## src/rtl/zip_pkt_scheduler.sv

```systemverilog
// Two-source packet scheduler: packs four 8-bit IQ symbols per output word and
// grants one source at a time for a configurable burst of packets.
module zip_pkt_scheduler #(
    parameter int MAX_BURST = 15,
    localparam int BW = $clog2(MAX_BURST + 1)
) (
    input  logic          clk,
    input  logic          reset_n,
    input  logic [BW-1:0] cfg_burst,
    input  logic [31:0]   s0_tdata,
    input  logic          s0_tlast,
    input  logic          s0_tvalid,
    output logic          s0_tready,
    input  logic [31:0]   s1_tdata,
    input  logic          s1_tlast,
    input  logic          s1_tvalid,
    output logic          s1_tready,
    output logic [31:0]   o_tdata,
    output logic          o_tlast,
    output logic          o_tvalid,
    input  logic          o_tready,
    output logic          o_tdest,
    output logic [1:0]    o_grant,
    output logic [1:0]    state_dbg
);

    typedef enum logic [1:0] {
        IDLE  = 2'd0,
        PACK  = 2'd1,
        DRAIN = 2'd2
    } state_t;

    state_t        state, state_nxt;
    logic          grant_src;
    logic          last_src;
    logic [BW-1:0] burst_cnt;
    logic [1:0]    idx;
    logic [31:0]   word_buf;

    logic          sel_valid, sel_last;
    logic [31:0]   sel_data;
    logic [7:0]    sym;
    logic [31:0]   sym_word, buf_nxt;
    logic          out_free, accept, close_word, burst_done;
    logic          any_req, pref_valid, pick;

    // A transfer happens on a rising edge where valid and ready are both high;
    // valid never waits for ready, and output data holds while valid & ~ready.
    always_comb begin
        sel_valid  = grant_src ? s1_tvalid : s0_tvalid;
        sel_last   = grant_src ? s1_tlast  : s0_tlast;
        sel_data   = grant_src ? s1_tdata  : s0_tdata;
        sym        = {sel_data[31:28], sel_data[15:12]};
        out_free   = ~o_tvalid | o_tready;
        accept     = (state == PACK) && out_free && sel_valid;
        close_word = accept && (sel_last || idx == 2'd3);
        burst_done = accept && sel_last && (burst_cnt == BW'(1));
        any_req    = s0_tvalid | s1_tvalid;
        // Alternate: prefer whichever source was not served last.
        pref_valid = last_src ? s0_tvalid : s1_tvalid;
        pick       = pref_valid ? ~last_src : last_src;
        case (idx)
            2'd0:    sym_word = {sym, 24'd0};
            2'd1:    sym_word = {8'd0, sym, 16'd0};
            2'd2:    sym_word = {16'd0, sym, 8'd0};
            default: sym_word = {24'd0, sym};
        endcase
        buf_nxt = word_buf | sym_word;
    end

    always_comb begin
        state_nxt = state;
        s0_tready = 1'b0;
        s1_tready = 1'b0;
        case (state)
            IDLE: begin
                if (any_req) state_nxt = PACK;
            end
            PACK: begin
                s0_tready = ~grant_src & out_free;
                s1_tready = grant_src & out_free;
                if (burst_done) state_nxt = DRAIN;
            end
            DRAIN: begin
                if (out_free) state_nxt = IDLE;
            end
            default: state_nxt = IDLE;
        endcase
    end

    assign state_dbg = state;

    always_ff @(posedge clk or negedge reset_n) begin
        if (!reset_n) state <= IDLE;
        else          state <= state_nxt;
    end

    always_ff @(posedge clk or negedge reset_n) begin
        if (!reset_n) begin
            grant_src <= 1'b0;
            last_src  <= 1'b1;
            o_grant   <= 2'b00;
            burst_cnt <= '0;
            idx       <= 2'd0;
            word_buf  <= 32'd0;
            o_tdata   <= 32'd0;
            o_tlast   <= 1'b0;
            o_tvalid  <= 1'b0;
            o_tdest   <= 1'b0;
        end else begin
            if (state == IDLE && any_req) begin
                grant_src <= pick;
                o_grant   <= pick ? 2'b10 : 2'b01;
                burst_cnt <= (cfg_burst == '0) ? BW'(1) : cfg_burst;
                idx       <= 2'd0;
            end
            if (state == DRAIN && out_free) begin
                last_src <= grant_src;
                o_grant  <= 2'b00;
            end
            if (accept) begin
                if (close_word) begin
                    word_buf <= 32'd0;
                    idx      <= 2'd0;
                end else begin
                    word_buf <= buf_nxt;
                    idx      <= idx + 2'd1;
                end
                if (sel_last) burst_cnt <= burst_cnt - BW'(1);
            end
            // Unwritten bytes are already zero in word_buf when tlast closes early.
            if (close_word) begin
                o_tdata  <= buf_nxt;
                o_tlast  <= sel_last;
                o_tdest  <= grant_src;
                o_tvalid <= 1'b1;
            end else if (o_tready) begin
                o_tvalid <= 1'b0;
            end
        end
    end

endmodule

```

## config.mk

```make
export PLATFORM = sky130hd
export DESIGN_NAME = zip_pkt_scheduler
export DESIGN_NICKNAME = d
export VERILOG_FILES = /design/src/rtl/zip_pkt_scheduler.sv
export SDC_FILE = /design/constraint.sdc
export NUM_CORES = 1
export LEC_CHECK = 0
export ABC_AREA = 1
export CORE_MARGIN = 2
export CORE_UTILIZATION = 50
export CTS_CLUSTER_SIZE = 24
export DETAILED_ROUTE_END_ITERATION = 10
export MAX_ROUTING_LAYER = met4
export PLACE_DENSITY = 0.83
export SETUP_SLACK_MARGIN = 0.1
export SYNTH_ARGS = -nofsm -noshare
export SYNTH_HDL_FRONTEND = slang
export SYNTH_SLANG_ARGS = --single-unit
export TNS_END_PERCENT = 100
```

## constraint.sdc

```tcl
create_clock -name clk -period 5 [get_ports clk]
set_clock_uncertainty 0.15 [all_clocks]
set_input_delay 1.25 -clock clk [delete_from_list [all_inputs] [get_ports clk]]
set_output_delay 1.25 -clock clk [all_outputs]
set_load 0.02 [all_outputs]
```

[Word-level counts from Yosys, hierarchy flattened]
Cells that the tools add are included.
Storage, ports and cells
  flip-flop bits (word level): 79
  input bits: 75
  output and inout bits: 41
  word-level logic and storage cells: 70
Cells by class
  $add $sub $neg: 2
  equality and inequality tests: 9
  mux-type cells: 25
  bitwise operators: 8
  reduce and logical (&&, ||, !) cells: 15
Operators by type and width (count)
  $pmux 32 s3: 1
  $mux 32: 2
  $or 32x32->32: 1
  $mux 2: 9
  $mux 4: 4
  $mux 1: 8
  $logic_and 1x1->1: 7
  $eq 2x2->1 const B: 3
  $ne 2x2->1 const B: 3
  $pmux 2 s3: 1
  $reduce_bool 2->1: 3
  $eq 2x1->1 const B: 2
  $eq 4x1->1 const B: 1
  $logic_not 2->1: 2
  $logic_not 4->1: 1
  $sub 4x1->4 const B: 1
  $not 1->1: 3
  $reduce_and 3->1: 1
  $add 2x1->2 const B: 1
  $and 1x1->1: 2
  $or 1x1->1: 2
  $logic_or 1x1->1: 1

[Logic depth before layout (Yosys ltp)]
  word-level depth: 8
  depth in mapped cells: 9
  gate-level depth less buffers: 9

[Worst setup path before layout]
Ideal clock, no wire load.
  path kind: input to output
  start point: input port o_tready
  end point: output port s0_tready
  arrival time: 1.815 ns
  required time: 3.600 ns
  slack: 1.785 ns
  cell stages on the path: 4
  buffers on the path: 0
  path through: nor2_1 -> nor2_4 -> inv_1 -> nor2_1
Between the ends
  cells in the longest elaborated chain, start to end: 3
RTL lines
  from (decl): RTL line 21  | input logic o_tready,
  $or 1x1->1: RTL line 54  | out_free = ~o_tvalid | o_tready;
  $and 1x1->1: RTL line 80  | s0_tready = ~grant_src & out_free;
  $mux 1: RTL line 75  | case (state)
  to (decl): RTL line 13  | output logic s0_tready,
No other way between the ends.

[Worst setup path after layout]
Ends and elaborated chain as after synthesis.

==> impl_metrics.json <==
{
  "core_area_um2": 7770,
  "worstHoldStart": "o_tdata[16]",
  "grt_util_met1_pct": 27.3,
  "multi_input_area_um2": 1600,
  "crit_chain": "clkdlybuf4s50_1 > nor2_1 > nor2_4 > inv_1 > nor2_1 > clkdlybuf4s50_1",
  "grt_overflow": 0,
  "gp_congestion": 0.856,
  "slew_headroom_pct": 34.0,
  "clkTransAtPathRegs_ns": 0.08,
  "total_leakage_power_uw": 0.00244,
  "worst_path_largest_cell_delay_ns": 0.61,
  "synth_commonest_cells": "nand2_1, dfrtp_1, inv_1",
  "vias": 3335,
  "drive_above_1_share_pct": 9.51,
  "syn2layout_area_growth_pct": 18.9,
  "fin_crit_sh_pct": 83.0,
  "post-route-min-period_ns": 4.15,
  "synthCells": 488,
  "pin_count": 116,
  "fmax_ghz": 0.241,
  "syn_avg_cell_area_um2": 8.27,
  "cp-start-kind": "input pin",
  "grt_pass1_vias": 3330,
  "cp_num_buf_inv": 3,
  "drc": 0,
  "htree_levels": 3,
  "insertion_delay_ns": 0.35,
  "numPortBuffers": 67,
  "grt.total_usage_pct": 22.1,
  "die-area_um2": 8810,
  "cts_resized": 0,
  "rsz0062_at_grt": "no",
  "grtUsageMet2_pct": 37.3,
  "cts_tree": "done",
  "path_max_fanout": 6,
  "die_y_um": 93.9,
  "synth_edf_count": 0,
  "synth-seq-area-share_pct": 49.0,
  "synthFlopType": "dfrtp_1",
  "finalSetupViolations": 0,
  "dr.pass1.iters": 4,
  "setup.worst_path.end_class": "output port",
  "whs_ns": 0.335,
  "ys_ff_latch": 79,
  "r2r-start": "grant_src",
  "crit_start": "o_tready",
  "async_flop_share_pct": 100,
  "antenna_found_initial": 0,
  "synth_top_cell_by_area": "dfrtp_1",
  "postCtsSetupRepairBufs": 0,
  "ant_nets": 0,
  "ctsHoldBuffers": 0,
  "power.density_nw_per_um2": 636,
  "final_area_um2": 4800,
  "finalMaxSlewViolations": 0,
  "clock-sinks": 79,
  "wl_per_cell_um": 13.5,
  "synth.most_common_cell": "nand2_1",
  "ir_worst_vdd_v": 0.000337,
  "status": "finished, final reports clean",
  "hold_viol": 0,
  "regArea_um2": 1980,
  "critical_path_class": "input pin to output port",
  "met3_usage_pct": 3.21,
  "numCtsBuffers": 9,
  "place_hpwl_um": 5880,
  "yosysWarnings": 0,
  "min-delay-path-class": "flop to flop",
  "synth_fp_nets": 569,
  "drtIter0Drc": 207,
  "cts_max_path_buffers": 2,
  "place_area_um2": 4600,
  "final.fill_count": 671,
  "routed_wl_um": 8730,
  "synth_top_area_share_pct": 48.4,
  "nNetsFinal": 623,
  "cp.arrival_ns": 2.75,
  "rows": 32,
  "max-cap-violations": 0,
  "synth_cell_types": 33,
  "grt_pass1_wl_um": 14900,
  "dp_slack_ns": 0.858,
  "tightest_slew_ns": 0.990,
  "fin_ws_ns": 0.852,
  "grt-busiest-layer": "met2",
  "synth_area_leaders": "dfrtp_1, nand2_1, inv_1",
  "cts_root_buf": "clkbuf_8",
  "crit_required_ns": 3.60,
  "post_drt_via_cell_ratio": 5.14,
  "cp_slowest_cell": "clkdlybuf4s50_1",
  "netlist_area_um2": 4040,
  "critical_path.top_delay_family": "buffers and inverters",
  "antenna_cells": 0,
  "timing.setup.tns_ns": 0,
  "initial_core_util_pct": 52.0,
  "grt_start_max_net_pins": 80,
  "finalPower_uw": 3050,
  "die-width_um": 93.9
}
## cell usage in the layout (no fill, tap or decap), types with 2 or more instances in the layout
master	netlist	routed
nand3_2	6	6
o21ai_0	23	23
clkinv_4	0	2
nand2_1	179	179
nand4_1	3	3
dfrtp_1	78	78
clkbuf_8	0	10
inv_1	56	56
nor2_1	7	7
clkinv_2	0	2
nand2_2	3	3
ha_1	6	6
nand2_4	2	2
nor2_4	2	2
o21ai_2	16	16
nor2_2	2	2
buf_4	1	2
o21ai_1	34	34
nand3_1	35	35
clkdlybuf4s50_1	0	66
## final timing paths
path | end | slack [ns] | cells after the start
setup / recovery | s0_tready | 0.85 | 6
hold / removal | o_tdata[16] | 0.34 | 2
setup reg to reg | word_buf[11] | 2.41 | 7
hold reg to reg | o_tdata[16] | 0.34 | 2
max in group asynchronous | burst_cnt[2] | 3.15 | 1
min in group asynchronous | burst_cnt[1] | 0.88 | 1
## through the flow
step	instances	util [%]
floorplan	488	-
global placement	633	59.2
detailed placement	633	59.2
CTS	649	61.8
global route	649	61.8
finish	649	61.8
## power by group
part           total [µW]  leakage, µW  switching (µW)  internal, µW
clock                 478     0.000103             234           245
sequential           1030      0.00104             136           892
combinational        1550      0.00129            1010           536
## worst min-delay path, stage by stage, from the launching register on
cell and delay (ns):
dfrtp_1 0.35, o21ai_1 0.06, nand2_1 0.05
## cell families after synthesis
kind of cell | after synthesis | synth area share [%]
AND/OR/NAND/NOR | 242 | 26.3
buffers and inverters | 83 | 11.4
flip-flops | 79 | 49.0
AO/OA/AOI/OAI | 76 | 11.0
adder cells (fa/ha/maj) | 6 | 1.86
XOR/XNOR | 2 | 0.434
## metal layers
layer	vias to the layer above	wire length, µm
met5	-	0
met4	0	145
met3	12	415
met2	87	4330
met1	1588	3840
li1	1648	-
## layout make-up
class,instances,area share (%)
clock buffer,11,2.95
clock inverter,5,1.20
inverter,58,4.59
multi-input combinational,326,33.3
sequential,79,41.2
tap,102,2.66
timing repair buffer,68,14.1
## sequential cells by signal, summed over array words and instances, names as in the netlist
signal	flops
state_dbg	2
o_tlast	1
idx	2
o_tdata	32
o_tvalid	1
last_src	1
burst_cnt	4
word_buf	32
grant_src	1
o_tdest	1
o_grant	2
Power figures use the tool's default switching activity.
